===== src/rtl/sram_arb_pkg.sv =====
// Shared constants for the SRAM request arbiter: owner tags and access-size encodings.
package sram_arb_pkg;

    localparam logic OWNER_INST = 1'b0;
    localparam logic OWNER_DATA = 1'b1;

    localparam logic [1:0] SIZE_B = 2'b00;
    localparam logic [1:0] SIZE_H = 2'b01;
    localparam logic [1:0] SIZE_W = 2'b10;

endpackage


===== src/rtl/sram_req_arbiter_owner_fifo.sv =====
// One-bit-wide synchronous FIFO recording which master owns each outstanding request.
module owner_fifo #(
    parameter int DEPTH = 4
) (
    input  logic                     clk,
    input  logic                     rst_n,
    input  logic                     push,
    input  logic                     din,
    input  logic                     pop,
    output logic                     dout,
    output logic                     full,
    output logic                     empty,
    output logic [$clog2(DEPTH):0]   count
);

    localparam int PW = $clog2(DEPTH);
    localparam int CW = PW + 1;

    logic [DEPTH-1:0] r_mem;
    logic [PW-1:0]    r_wptr;
    logic [PW-1:0]    r_rptr;
    logic [CW-1:0]    r_count;
    logic             w_do_push;
    logic             w_do_pop;

    assign full      = (r_count == CW'(DEPTH));
    assign empty     = (r_count == '0);
    assign count     = r_count;
    assign dout      = r_mem[r_rptr];
    assign w_do_push = push & ~full;
    assign w_do_pop  = pop & ~empty;

    // Pointers wrap naturally because DEPTH is a power of two.
    always_ff @(posedge clk or negedge rst_n) begin
        if (!rst_n) begin
            r_mem   <= '0;
            r_wptr  <= '0;
            r_rptr  <= '0;
            r_count <= '0;
        end else begin
            if (w_do_push) begin
                r_mem[r_wptr] <= din;
                r_wptr        <= r_wptr + PW'(1);
            end
            if (w_do_pop) begin
                r_rptr <= r_rptr + PW'(1);
            end
            case ({w_do_push, w_do_pop})
                2'b10:   r_count <= r_count + CW'(1);
                2'b01:   r_count <= r_count - CW'(1);
                default: r_count <= r_count;
            endcase
        end
    end

endmodule


===== src/rtl/sram_req_arbiter.sv =====
// Fixed-priority arbiter of the fetch and data SRAM-like masters onto one memory port,
// routing each returning beat to its issuer via an in-order owner FIFO.
module sram_req_arbiter
    import sram_arb_pkg::*;
#(
    parameter int OUTSTANDING = 4
) (
    input  logic                            clk,
    input  logic                            resetn,
    input  logic                            inst_req,
    input  logic                            inst_wr,
    input  logic [1:0]                      inst_size,
    input  logic [31:0]                     inst_addr,
    input  logic [3:0]                      inst_wstrb,
    input  logic [31:0]                     inst_wdata,
    output logic                            inst_addr_ok,
    output logic                            inst_data_ok,
    output logic [31:0]                     inst_rdata,
    input  logic                            data_req,
    input  logic                            data_wr,
    input  logic [1:0]                      data_size,
    input  logic [31:0]                     data_addr,
    input  logic [3:0]                      data_wstrb,
    input  logic [31:0]                     data_wdata,
    output logic                            data_addr_ok,
    output logic                            data_data_ok,
    output logic [31:0]                     data_rdata,
    output logic                            mem_req,
    output logic                            mem_wr,
    output logic [1:0]                      mem_size,
    output logic [31:0]                     mem_addr,
    output logic [3:0]                      mem_wstrb,
    output logic [31:0]                     mem_wdata,
    input  logic                            mem_addr_ok,
    input  logic                            mem_data_ok,
    input  logic [31:0]                     mem_rdata,
    output logic [$clog2(OUTSTANDING):0]    pending_cnt,
    output logic                            proto_err
);

    logic w_full;
    logic w_empty;
    logic w_head;
    logic w_grant_data;
    logic w_grant_inst;
    logic w_acc;
    logic w_ret;
    logic w_owner;
    logic r_proto_err;

    // Grant is recomputed every cycle; a full FIFO blocks issue even if a pop lands this cycle.
    assign w_grant_data = resetn & data_req & ~w_full;
    assign w_grant_inst = resetn & inst_req & ~data_req & ~w_full;
    assign mem_req      = w_grant_data | w_grant_inst;

    always_comb begin
        mem_wr    = 1'b0;
        mem_size  = 2'b00;
        mem_addr  = 32'h0;
        mem_wstrb = 4'h0;
        mem_wdata = 32'h0;
        if (w_grant_data) begin
            mem_wr    = data_wr;
            mem_size  = data_size;
            mem_addr  = data_addr;
            mem_wstrb = data_wstrb;
            mem_wdata = data_wdata;
        end else if (w_grant_inst) begin
            mem_wr    = inst_wr;
            mem_size  = inst_size;
            mem_addr  = inst_addr;
            mem_wstrb = inst_wstrb;
            mem_wdata = inst_wdata;
        end
    end

    assign data_addr_ok = w_grant_data & mem_addr_ok;
    assign inst_addr_ok = w_grant_inst & mem_addr_ok;

    assign w_acc   = mem_req & mem_addr_ok;
    assign w_ret   = resetn & mem_data_ok & ~w_empty;
    assign w_owner = w_grant_data ? OWNER_DATA : OWNER_INST;

    assign data_data_ok = w_ret & (w_head == OWNER_DATA);
    assign inst_data_ok = w_ret & (w_head == OWNER_INST);
    assign inst_rdata   = mem_rdata;
    assign data_rdata   = mem_rdata;

    // A beat with nothing outstanding has no owner; flag it until the next reset.
    always_ff @(posedge clk or negedge resetn) begin
        if (!resetn) begin
            r_proto_err <= 1'b0;
        end else if (mem_data_ok & w_empty) begin
            r_proto_err <= 1'b1;
        end
    end

    assign proto_err = r_proto_err;

    owner_fifo #(
        .DEPTH (OUTSTANDING)
    ) u_owner_fifo (
        .clk   (clk),
        .rst_n (resetn),
        .push  (w_acc),
        .din   (w_owner),
        .pop   (w_ret),
        .dout  (w_head),
        .full  (w_full),
        .empty (w_empty),
        .count (pending_cnt)
    );

endmodule


===== config.mk =====
export PLATFORM = sky130hd
export DESIGN_NAME = sram_req_arbiter
export DESIGN_NICKNAME = d
export VERILOG_FILES = /design/src/rtl/sram_arb_pkg.sv /design/src/rtl/sram_req_arbiter_owner_fifo.sv /design/src/rtl/sram_req_arbiter.sv
export SDC_FILE = /design/constraint.sdc
export NUM_CORES = 1
export LEC_CHECK = 0
export CORE_AREA = 2 2 126 128
export CTS_BUF_LIST = sky130_fd_sc_hd__clkbuf_2 sky130_fd_sc_hd__clkbuf_4 sky130_fd_sc_hd__clkbuf_8
export DETAILED_ROUTE_END_ITERATION = 16
export DIE_AREA = 0 0 128 130
export GPL_TIMING_DRIVEN = 0
export PLACE_DENSITY_LB_ADDON = 0.08
export RECOVER_POWER = 50
export SLEW_MARGIN = 0
export SYNTH_ARGS = -nofsm -noshare
export SYNTH_HDL_FRONTEND = slang
export SYNTH_HIERARCHICAL = 1
export SYNTH_SLANG_ARGS = --single-unit

===== constraint.sdc =====
create_clock -name clk -period 3.9 [get_ports clk]
set_input_delay 0.585 -clock clk [delete_from_list [all_inputs] [get_ports clk]]
set_output_delay 0.585 -clock clk [all_outputs]
set_load 0.03 [all_outputs]

[Word-level counts from Yosys, hierarchy flattened]
Cells that the tools add are included.
Storage, ports and cells
  register bits: 12
  input bits: 180
  output and inout bits: 144
  word-level logic and storage cells: 55
Operators by class
  add/sub/neg operators: 4
  $lt $le $gt $ge: 3
  equality and inequality tests: 3
  muxes and demuxes: 17
  bitwise logic cells: 20
  reductions and logical operators: 3
Operators with widths (count)
  $mux W32: 4
  $and A1 B1 Y1: 15
  $mux W4: 2
  $lt A2 B3 Y1 const B: 2
  $pmux W3 S2: 1
  $mux W1: 5
  $add A2 B1 Y2 const B: 2
  $bwmux W4: 1
  $mux W2: 2
  $not A1 Y1: 4
  $add A3 B1 Y3 const B: 1
  $eq A3 B3 Y1 const B: 1
  $logic_not A3 Y1: 1
  $sub A3 B1 Y3 const B: 1
  $bmux W1 S2: 1
  $demux W1 S2: 1
  $eq A2 B1 Y1 const B: 1
  $eq A2 B2 Y1 const B: 1
  $ge A2 B1 Y1 const B: 1
  $reduce_bool A2 Y1: 1
  $logic_and A1 B1 Y1: 1
  $or A1 B1 Y1: 1

[Logic depth before layout (Yosys ltp)]
Gate-level depths: netlist of the first run.
  depth in word-level cells: 8
  gate-level depth with buffers: 12
  depth with buffers taken out: 10

[Hierarchy]
The synthesis of the first run kept the hierarchy.
Modules (own cells, without submodules)
  sram_req_arbiter: times used 1, cells each 324, area each 1960.6 µm², seq. area each 25.0 µm²
  owner_fifo: times used 1, cells each 54, area each 605.6 µm², seq. area each 275.3 µm²

[Worst setup path after synthesis of the first run]
OpenSTA, ideal clock, no wires.
  kind: register to register
  start: register u_owner_fifo.r_count[2], in the netlist u_owner_fifo/count[2]
  end: register u_owner_fifo.r_count[2], in the netlist u_owner_fifo/count[2]
  library setup time: 0.138 ns
  arrival: 2.388 ns
  data required time: 3.762 ns
  slack: 1.374 ns
  cell stages (with the launch flop): 13
  buffers on the path: 2
  period minus slack after synthesis: 2.526 ns
  cells stage by stage: dfrtp_1 nor3b_4 nand2b_4 buf_6 nor3b_1 nand2b_1 buf_6 ha_1 inv_1 fa_1 xor2_1 nor2_1 xor2_1
On the way
  word-level cells in the longest chain between the ends: 8
  elaborated cells on any way between the ends: 17
  classes of those cells: add/sub: 2; eq/ne: 3; mux: 1; bitwise: 9; reduce/logical: 2
RTL lines
  start, declared: RTL line sram_req_arbiter_owner_fifo.sv:22  | logic [CW-1:0] r_count;
  start signal, assigned: RTL line sram_req_arbiter_owner_fifo.sv:49  | 2'b10: r_count <= r_count + CW'(1);
  start signal, assigned: RTL line sram_req_arbiter_owner_fifo.sv:50  | 2'b01: r_count <= r_count - CW'(1);
  start signal, assigned: RTL line sram_req_arbiter_owner_fifo.sv:51  | default: r_count <= r_count;
  $eq A3 B3 Y1 *: RTL line sram_req_arbiter_owner_fifo.sv:26  | assign full = (r_count == CW'(DEPTH));
  net w_full: RTL line sram_req_arbiter.sv:41  | logic w_full;
  $not A1 Y1 *: RTL line sram_req_arbiter.sv:52, sram_req_arbiter.sv:53
  $and A1 B1 Y1 (on tied branches): RTL line sram_req_arbiter.sv:52, sram_req_arbiter.sv:53
  $or A1 B1 Y1 *: RTL line sram_req_arbiter.sv:54  | assign mem_req = w_grant_data | w_grant_inst;
  $and A1 B1 Y1 *: RTL line sram_req_arbiter.sv:80  | assign w_acc = mem_req & mem_addr_ok;
  net w_acc: RTL line sram_req_arbiter.sv:46  | logic w_acc;
  $and A1 B1 Y1 *: RTL line sram_req_arbiter_owner_fifo.sv:30  | assign w_do_push = push & ~full;
  $eq A2 B1 Y1 / $eq A2 B2 Y1 (equally long branches): RTL line sram_req_arbiter_owner_fifo.sv:48  | case ({w_do_push, w_do_pop})
  $pmux W3 S2 / $reduce_bool A2 Y1 (equally long branches)
The timed path passes the listed nets; every way through them passes the cells marked *.
A chain may end at the register's enable or synchronous reset.

[Final worst setup path of the first run]
  start: input resetn
  end: output mem_wdata[6]
On the way
  word-level cells in the longest chain between the ends: 5
  elaborated cells on any way between the ends: 7
  classes of those cells: mux: 2; bitwise: 5
RTL lines
  start, declared: RTL line sram_req_arbiter.sv:9  | input logic resetn,
  $and A1 B1 Y1 (3 in a row): RTL line sram_req_arbiter.sv:53  | assign w_grant_inst = resetn & inst_req & ~data_req & ~w_full;
  $mux W32: RTL line sram_req_arbiter.sv:68  | end else if (w_grant_inst) begin
  $mux W32 *: RTL line sram_req_arbiter.sv:62  | if (w_grant_data) begin
  end, declared: RTL line sram_req_arbiter.sv:33  | output logic [31:0] mem_wdata,
Every way passes the cells marked *; elsewhere a longest branch is shown, timed or not.

==> results of run 1 <==
## worst max-delay path: stages
cell	delay (ns)
dlygate4sd3_1	0.99
nand2b_4	0.08
buf_6	0.16
buf_2	0.18
a21oi_1	0.17
clkdlybuf4s50_1	0.73
## layout by cell type (no fill, tap or decap), drive strengths merged
cell type	netlist	routed
buf	97	96
nor2	5	5
nand2b	2	2
o31a	1	1
clkbuf	0	4
a21oi	71	71
dfrtp	12	12
and4	1	1
o21ai	8	8
nor3	2	2
ha	5	5
xnor2	3	3
a21o	1	1
mux2i	1	1
mux2	1	1
nor2b	1	1
nand3b	71	71
dlygate4sd3	0	69
inv	6	6
mux4	1	1
and3	1	1
clkdlybuf4s50	0	220
fa	1	1
nand2	81	81
xor2	3	3
nor3b	3	3
## routing by layer
layer / up-vias / part of all wire, %
li1: 1786 / -
met5: - / 0
met4: 0 / 0.43
met3: 4 / 6.8
met2: 142 / 53
met1: 1630 / 39
## area by class of cell
cell class	count	area [sq um]
clock buffer	3	41.3
buffer	97	699
timing repair buffer	289	2890
multi-input combinational	263	1540
sequential	12	300
fill	1637	9690
inverter	6	22.5
tap	192	240
## stage by stage
step | area, sq um | hold slack, ns | cells
floorplan | 2570 | 0.289 | 378
global placement | 5700 | 0.445 | 859
detailed placement | 5700 | 0.451 | 859
CTS | 5740 | 0.466 | 862
global route | 5730 | 0.486 | 862
finish | 5730 | 0.460 | 862
## logic make-up after synthesis
| kind of cell | count (synthesis) |
|---|---|
| and+or+nand+nor | 167 |
| buffers and inverters | 103 |
| xor gates and xnor gates | 6 |
| adders and majority gates | 6 |
| AOI/OAI and AO/OA | 81 |
| muxes | 3 |
| DFF | 12 |
## registers in the layout, summed over array words and instances, names as in the netlist
signal	flops
u_owner_fifo/r_mem	4
u_owner_fifo/r_rptr	2
proto_err	1
u_owner_fifo/r_wptr	2
u_owner_fifo/count	3
## report_power, final
group | internal [uW] | switching (uW) | total (uW) | leakage, uW
Sequential | 188 | 67.0 | 255 | 0.000145
Combinational | 574 | 637 | 1210 | 0.00211
Clock | 67.6 | 40.4 | 108 | 0.0000216
## worst max path at each step
| stage | start | cells past startpoint | to |
|---|---|---|---|
| global placement | resetn | 6 | mem_wdata[6] |
| global route | resetn | 12 | u_owner_fifo/count[2]$_DFFE_PN0P_ |
| detailed placement | resetn | 12 | u_owner_fifo/count[2]$_DFFE_PN0P_ |
| CTS | resetn | 6 | mem_wdata[6] |
| floorplan | u_owner_fifo/count[2]$_DFFE_PN0P_ | 12 | u_owner_fifo/count[2]$_DFFE_PN0P_ |
| finish | resetn | 6 | mem_wdata[6] |
==> results.md, run 1 <==
* Status: finished clean
* Top area cells in the synthesized netlist: nand3b_1 (21%), buf_4 (19%), a21oi_1 (14%), nand2_1 (12%), dfrtp_1 (12%)
* Mux share of post-synthesis cell area at 1.85%
* GRT Overall Usage at between 10% and 20%
* Post-Synth Simple-Gate Area at between 30 and 40%
* Post-synthesis sequential area ratio at about an eighth
* CTS Buffer Depth at 2
* Power density cells at around 270 nW/um^2
* EDFF count, synth at 0
* Hold Crit Class: register to register
* Final hold violations at 0
* Drt total wl at between 10000 and 15000 microns
* Hold worst-path end: proto_err$_DFFE_PN0P_
* Dpl hpwl at around 12000 microns
* Fin crit share at just under 90%
* Place WS at about 0.4 ns
* Number of synthesized register bits at 12
* Critical path fanouts, max at 15
* Area growth, synth to finish at 123%
* F_max at approximately 290 MHz
* I/O Pins at 324
* Die X at around 130 microns
* Design Power at ~1600 uW
* Req. time, crit path at between 3 and 4 ns
* Router iterations before antenna repair at 4
* Min-delay src: proto_err$_DFFE_PN0P_
* RSZ-0062 raised after global routing: false
* GR Util met1 at 19.1%
* DR DRC count at 0
* Die ar. at between 15000 and 20000 sq um
* Adder-Cell Fraction of Synth Area at 3.22%
* Slew Limit Fails at 0
* Post-CTS sizing at 0
* GPL Wtd Cong at between 0.7 and 0.8
* Setup TNS at 0 ns
* Largest family of logic cells by synthesized area: simple AND/OR/NAND/NOR gates
* Crit path kind: input pin to primary output
* Layer with the highest usage: met2
* Clock slew at reported path FFs at 0.05 ns
* Final Util at 37.2%
* Routed Antenna Nets at 0
* Vias in the first global route at about 3500
* Reg2reg start: u_owner_fifo/count[0]$_DFFE_PN0P_
* # nets final at around 860
* Total CTS buffers at 3
* Clock Skew at around 0.0023 ns
* Ys Warns at 6
* Syn Nets at approximately 560
* Layout cell share with drive strength beyond 1 at roughly 16%
* Cell count after synthesis at 378
* Synth cell types at 27
* Slew @ Worst Pin at 0.698 ns
* Grt met3 use at 2.83%
* Post-synth top area share at between 20% and 30%
* Syn_area_per_cell at just under 7 sq um
* Hold_buf cts at 0
* DRT iter0 DRCs at around 150
* IO Port Bufs at around 290
* Max-cap violations at 0
* Slew headroom at a little over half
* Largest net degree at the start of global routing at 16
* Final WS setup at 0.413 ns
* Reg2reg end: u_owner_fifo/count[2]$_DFFE_PN0P_
* Register-to-register setup slack at 1.10 ns
* CTS sink count at 12
* Critical Path End Type: primary output
* Peak VDD IR at ~0.00026 V
* Grt ovf at 0
* Final min period at about 3.5 ns
* Startpoint Class: input pin
* First-pass GRT wire length at 20800 microns
* CORE AREA at about 15000 sq um
* CTS root buf: clkbuf_8
* Via count at about 3600
* Skew-Pair Late Insertion Delay at around 0.23 ns
* # diodes at 0
* Dominant synthesized flop cell: dfrtp_1
* Initial antenna violation count at 0
* CTS tree: done
* WP data arrival at 2.90 ns
* H-tree depth at 1
* Post-CTS setup buffers at 0
* Setup violations, final at 0
* Synth Area in XOR/XNOR at 2.05%
* Leakage power at 0.00228 uW
* Fraction of registers with async set/reset at 100%
* Worst reg2reg path depth at 12
* Top cells by count, synth: nand2_1 (81), a21oi_1 (71), nand3b_1 (71), buf_4 (66), buf_2 (22)
* GR Layer Usage met2 at 30.8%
* Mapped Area at about 2600 sq um
* Hold Path Cell Cnt at 1
* FP Rows at 46
* WL/cell at approximately 17 microns
* Die H at between 100 and 150 microns
* Most frequent cell after synthesis: nand2_1
* Synth Area in Compound Gates at about 16%
* Initial Util at 16.6%
* Dominant cell type by area after synthesis: nand3b_1
* Routed vias/inst at just over 4
No activity file was read; power rests on OpenSTA's default activity.
==> run 2: changes to the inputs <==
CORE_AREA = 2 2 127 129   (was 2 2 126 128)
DIE_AREA = 0 0 129 131   (was 0 0 128 130)
clock period = 3.4 ns   (was 3.9 ns; I/O delays follow)
==> results.md, run 2 (synthesis results as in run 1) <==
* Initial Util at 16.5% (was 16.6%)
* H-tree depth at 1 (unchanged)
* Clk pwr share at 8.1% (was 6.9%)
* CORE AREA at 15600 sq um (was 15400 sq um)
* # diodes at 0 (unchanged)
* Register-to-register setup slack at 0.81 ns (was 1.10 ns)
* Critical Path End Type: primary output (unchanged)
* Routed vias/inst at 4.02 (was 4.13)
* Place WS at 0.00204 ns (was 0.393 ns)
* Die X at 129 microns (was 128 microns)
* Post-CTS setup buffers at 0 (unchanged)
* Slew @ Worst Pin at 0.836 ns (was 0.698 ns)
* Critical path fanouts, max at 15 (unchanged)
* Slew headroom at 44.3% (was 53.3%)
* Crit path kind: input pin to primary output (unchanged)
* Post-CTS sizing at 0 (unchanged)
* Die ar. at 16900 sq um (was 16600 sq um)
* F_max at roughly 340 MHz
* Reg2reg end: u_owner_fifo/count[2]$_DFFE_PN0P_ (unchanged)
* Final Util at 37.0% (was 37.2%)
* CTS Buffer Depth at 2 (unchanged)
* Via count at 3569 (was 3562)
* Slew Limit Fails at 0 (unchanged)
* Fin crit share at 87.6%
* RSZ-0062 raised after global routing: false (unchanged)
* Psw at 857 uW (was 744 uW)
* Most flops, register: u_owner_fifo/r_mem (unchanged)
* Max reg flops at 4 (unchanged)
* Logic pwr share at 76.1% (was 77.0%)
* Dpl hpwl at 12300 microns (was 12500 microns)
* Final hold violations at 0 (unchanged)
* First-pass GRT wire length at 20100 microns (was 20800 microns)
* Power density cells at 318 nW/um^2 (was 275 nW/um^2)
* Grt ovf at 0 (unchanged)
* Largest net degree at the start of global routing at 16 (unchanged)
* Total CTS buffers at 3 (unchanged)
* WP data arrival at 2.47 ns (was 2.90 ns)
* Startpoint Class: input pin (unchanged)
* Sequential power share at 15.8% (was 16.2%)
* Final min period at 2.98 ns
* Most frequent cells in the layout: clkdlybuf4s50_1 (220), nand2_1 (81), nand3b_1 (71), a21oi_1 (71), dlygate4sd3_1 (68) (was clkdlybuf4s50_1 (220), nand2_1 (81), nand3b_1 (71), a21oi_1 (71), dlygate4sd3_1 (69))
* Clock slew at reported path FFs at 0.05 ns (about the same)
* Reg2reg start: u_owner_fifo/count[2]$_DFFE_PN0P_ (was u_owner_fifo/count[0]$_DFFE_PN0P_)
* IO Port Bufs at 289 (unchanged)
* Router iterations before antenna repair at 4 (unchanged)
* DRT iter0 DRCs at 147 (was 148)
* Clock Skew at 0.00160 ns (was 0.00233 ns)
* Req. time, crit path at 2.89 ns (was 3.31 ns)
* Die H at 131 microns (was 130 microns)
* Crit path cell chain: clkbuf_1 -> nand2b_4 -> buf_6 -> buf_2 -> a21oi_1 -> clkdlybuf4s50_1 (was dlygate4sd3_1 -> nand2b_4 -> buf_6 -> buf_2 -> a21oi_1 -> clkdlybuf4s50_1)
* Internal at 978 uW (was 829 uW)
* Filler cells at 1697 (was 1637)
* FP Rows at 46 (unchanged)
* Hold_buf cts at 0 (unchanged)
* GRT Overall Usage at 15.3% (was 16.0%)
* WL/cell at 16.4 microns (was 17.0 microns)
* CTS tree: done (unchanged)
* GPL Wtd Cong at 0.809 (was 0.755)
* Switching part of the total power at 46.7% (was 47.3%)
* DR DRC count at 0 (unchanged)
* Final WS setup at 0.421 ns (was 0.413 ns)
* Worst reg2reg path depth at 12 (unchanged)
* Initial antenna violation count at 1 (was 0)
* Hold Crit Class: input pin to asynchronous set/reset pin (was register to register)
* Leakage power at 0.00229 uW (was 0.00228 uW)
* Layout cell share with drive strength beyond 1 at 15.8% (was 15.5%)
* Max-cap violations at 0 (unchanged)
* Setup TNS at 0 ns (unchanged)
* CTS sink count at 12 (unchanged)
* Slowest CP cell: clkdlybuf4s50_1 (was dlygate4sd3_1)
* Status: finished clean (unchanged)
* Skew-Pair Late Insertion Delay at 0.23 ns (about the same)
* # nets final at 858 (unchanged)
* CTS root buf: clkbuf_8 (unchanged)
* Setup violations, final at 0 (unchanged)
* Commonest non-fill, non-tap cell in the layout: clkdlybuf4s50_1 (unchanged)
* Drt total wl at 14600 microns (about the same)
* Vias in the first global route at 3392 (was 3507)
* Area growth, synth to finish at 125% (was 123%)
* Peak VDD IR at 0.000354 V (was 0.000263 V)
* CP max stage delay at 0.73 ns (was 0.99 ns)
* Routed Antenna Nets at 0 (unchanged)
* I/O Pins at 324 (unchanged)
run 2: worst max path at each step:
stage	from	to	slack (ns)
2_1_floorplan	u_owner_fifo/count[2]$_DFFE_PN0P_	u_owner_fifo/count[2]$_DFFE_PN0P_	0.87
3_3_place_gp	resetn	u_owner_fifo/count[2]$_DFFE_PN0P_	-0.0003
3_5_place_dp	resetn	u_owner_fifo/count[2]$_DFFE_PN0P_	0.002
4_1_cts	resetn	mem_addr[21]	0.04
5_1_grt	resetn	mem_addr[21]	0.17
6_report	resetn	mem_wdata[24]	0.42
run 2: critical path, delay by kind of cell:
| kind | cells | cell delay (ns) |
|---|---|---|
| buffers and inverters | 4 | 1.70 |
| AOI/OAI and AO/OA | 1 | 0.17 |
| and+or+nand+nor | 1 | 0.08 |
run 2: final cells by class:
| type | count | area, sq um | area share [%] |
|---|---|---|---|
| flip-flops and latches | 12 | 300 | 5.20 |
| multi-input cells | 263 | 1540 | 26.6 |
| repair buffers | 289 | 2890 | 50.0 |
| inverters | 6 | 22.5 | 0.390 |
| clock buffers | 4 | 55.1 | 0.953 |
| plain buffers | 97 | 707 | 12.2 |
| well taps | 216 | 270 | 4.68 |
run 2: per-stage QoR:
stage          power (uW)  hold slack [ns]  cell area, sq um  cells
3_5_place_dp         1730            0.468              5730    883
4_1_cts              1890            0.487              5780    887
3_3_place_gp         1720            0.449              5730    883
5_1_grt              1980            0.420              5780    887
6_report             1840            0.354              5780    887
2_1_floorplan        1090            0.214              2570    378
run 2: layer usage:
metal,wire length (microns),vias up,GRT usage (%)
met2,7700,151,29.2
met3,1150,10,3.95
li1,-,1789,-
met5,8,-,0
met1,5590,1617,17.7
met4,118,2,1.60
run 2: power by group through the flow:
stage	clock, uW	sequential, uW	combinational, uW
floorplan	0	325	766
global placement	0	293	1430
detailed placement	0	296	1440
CTS	157	294	1440
global route	167	308	1500
finish	149	290	1400
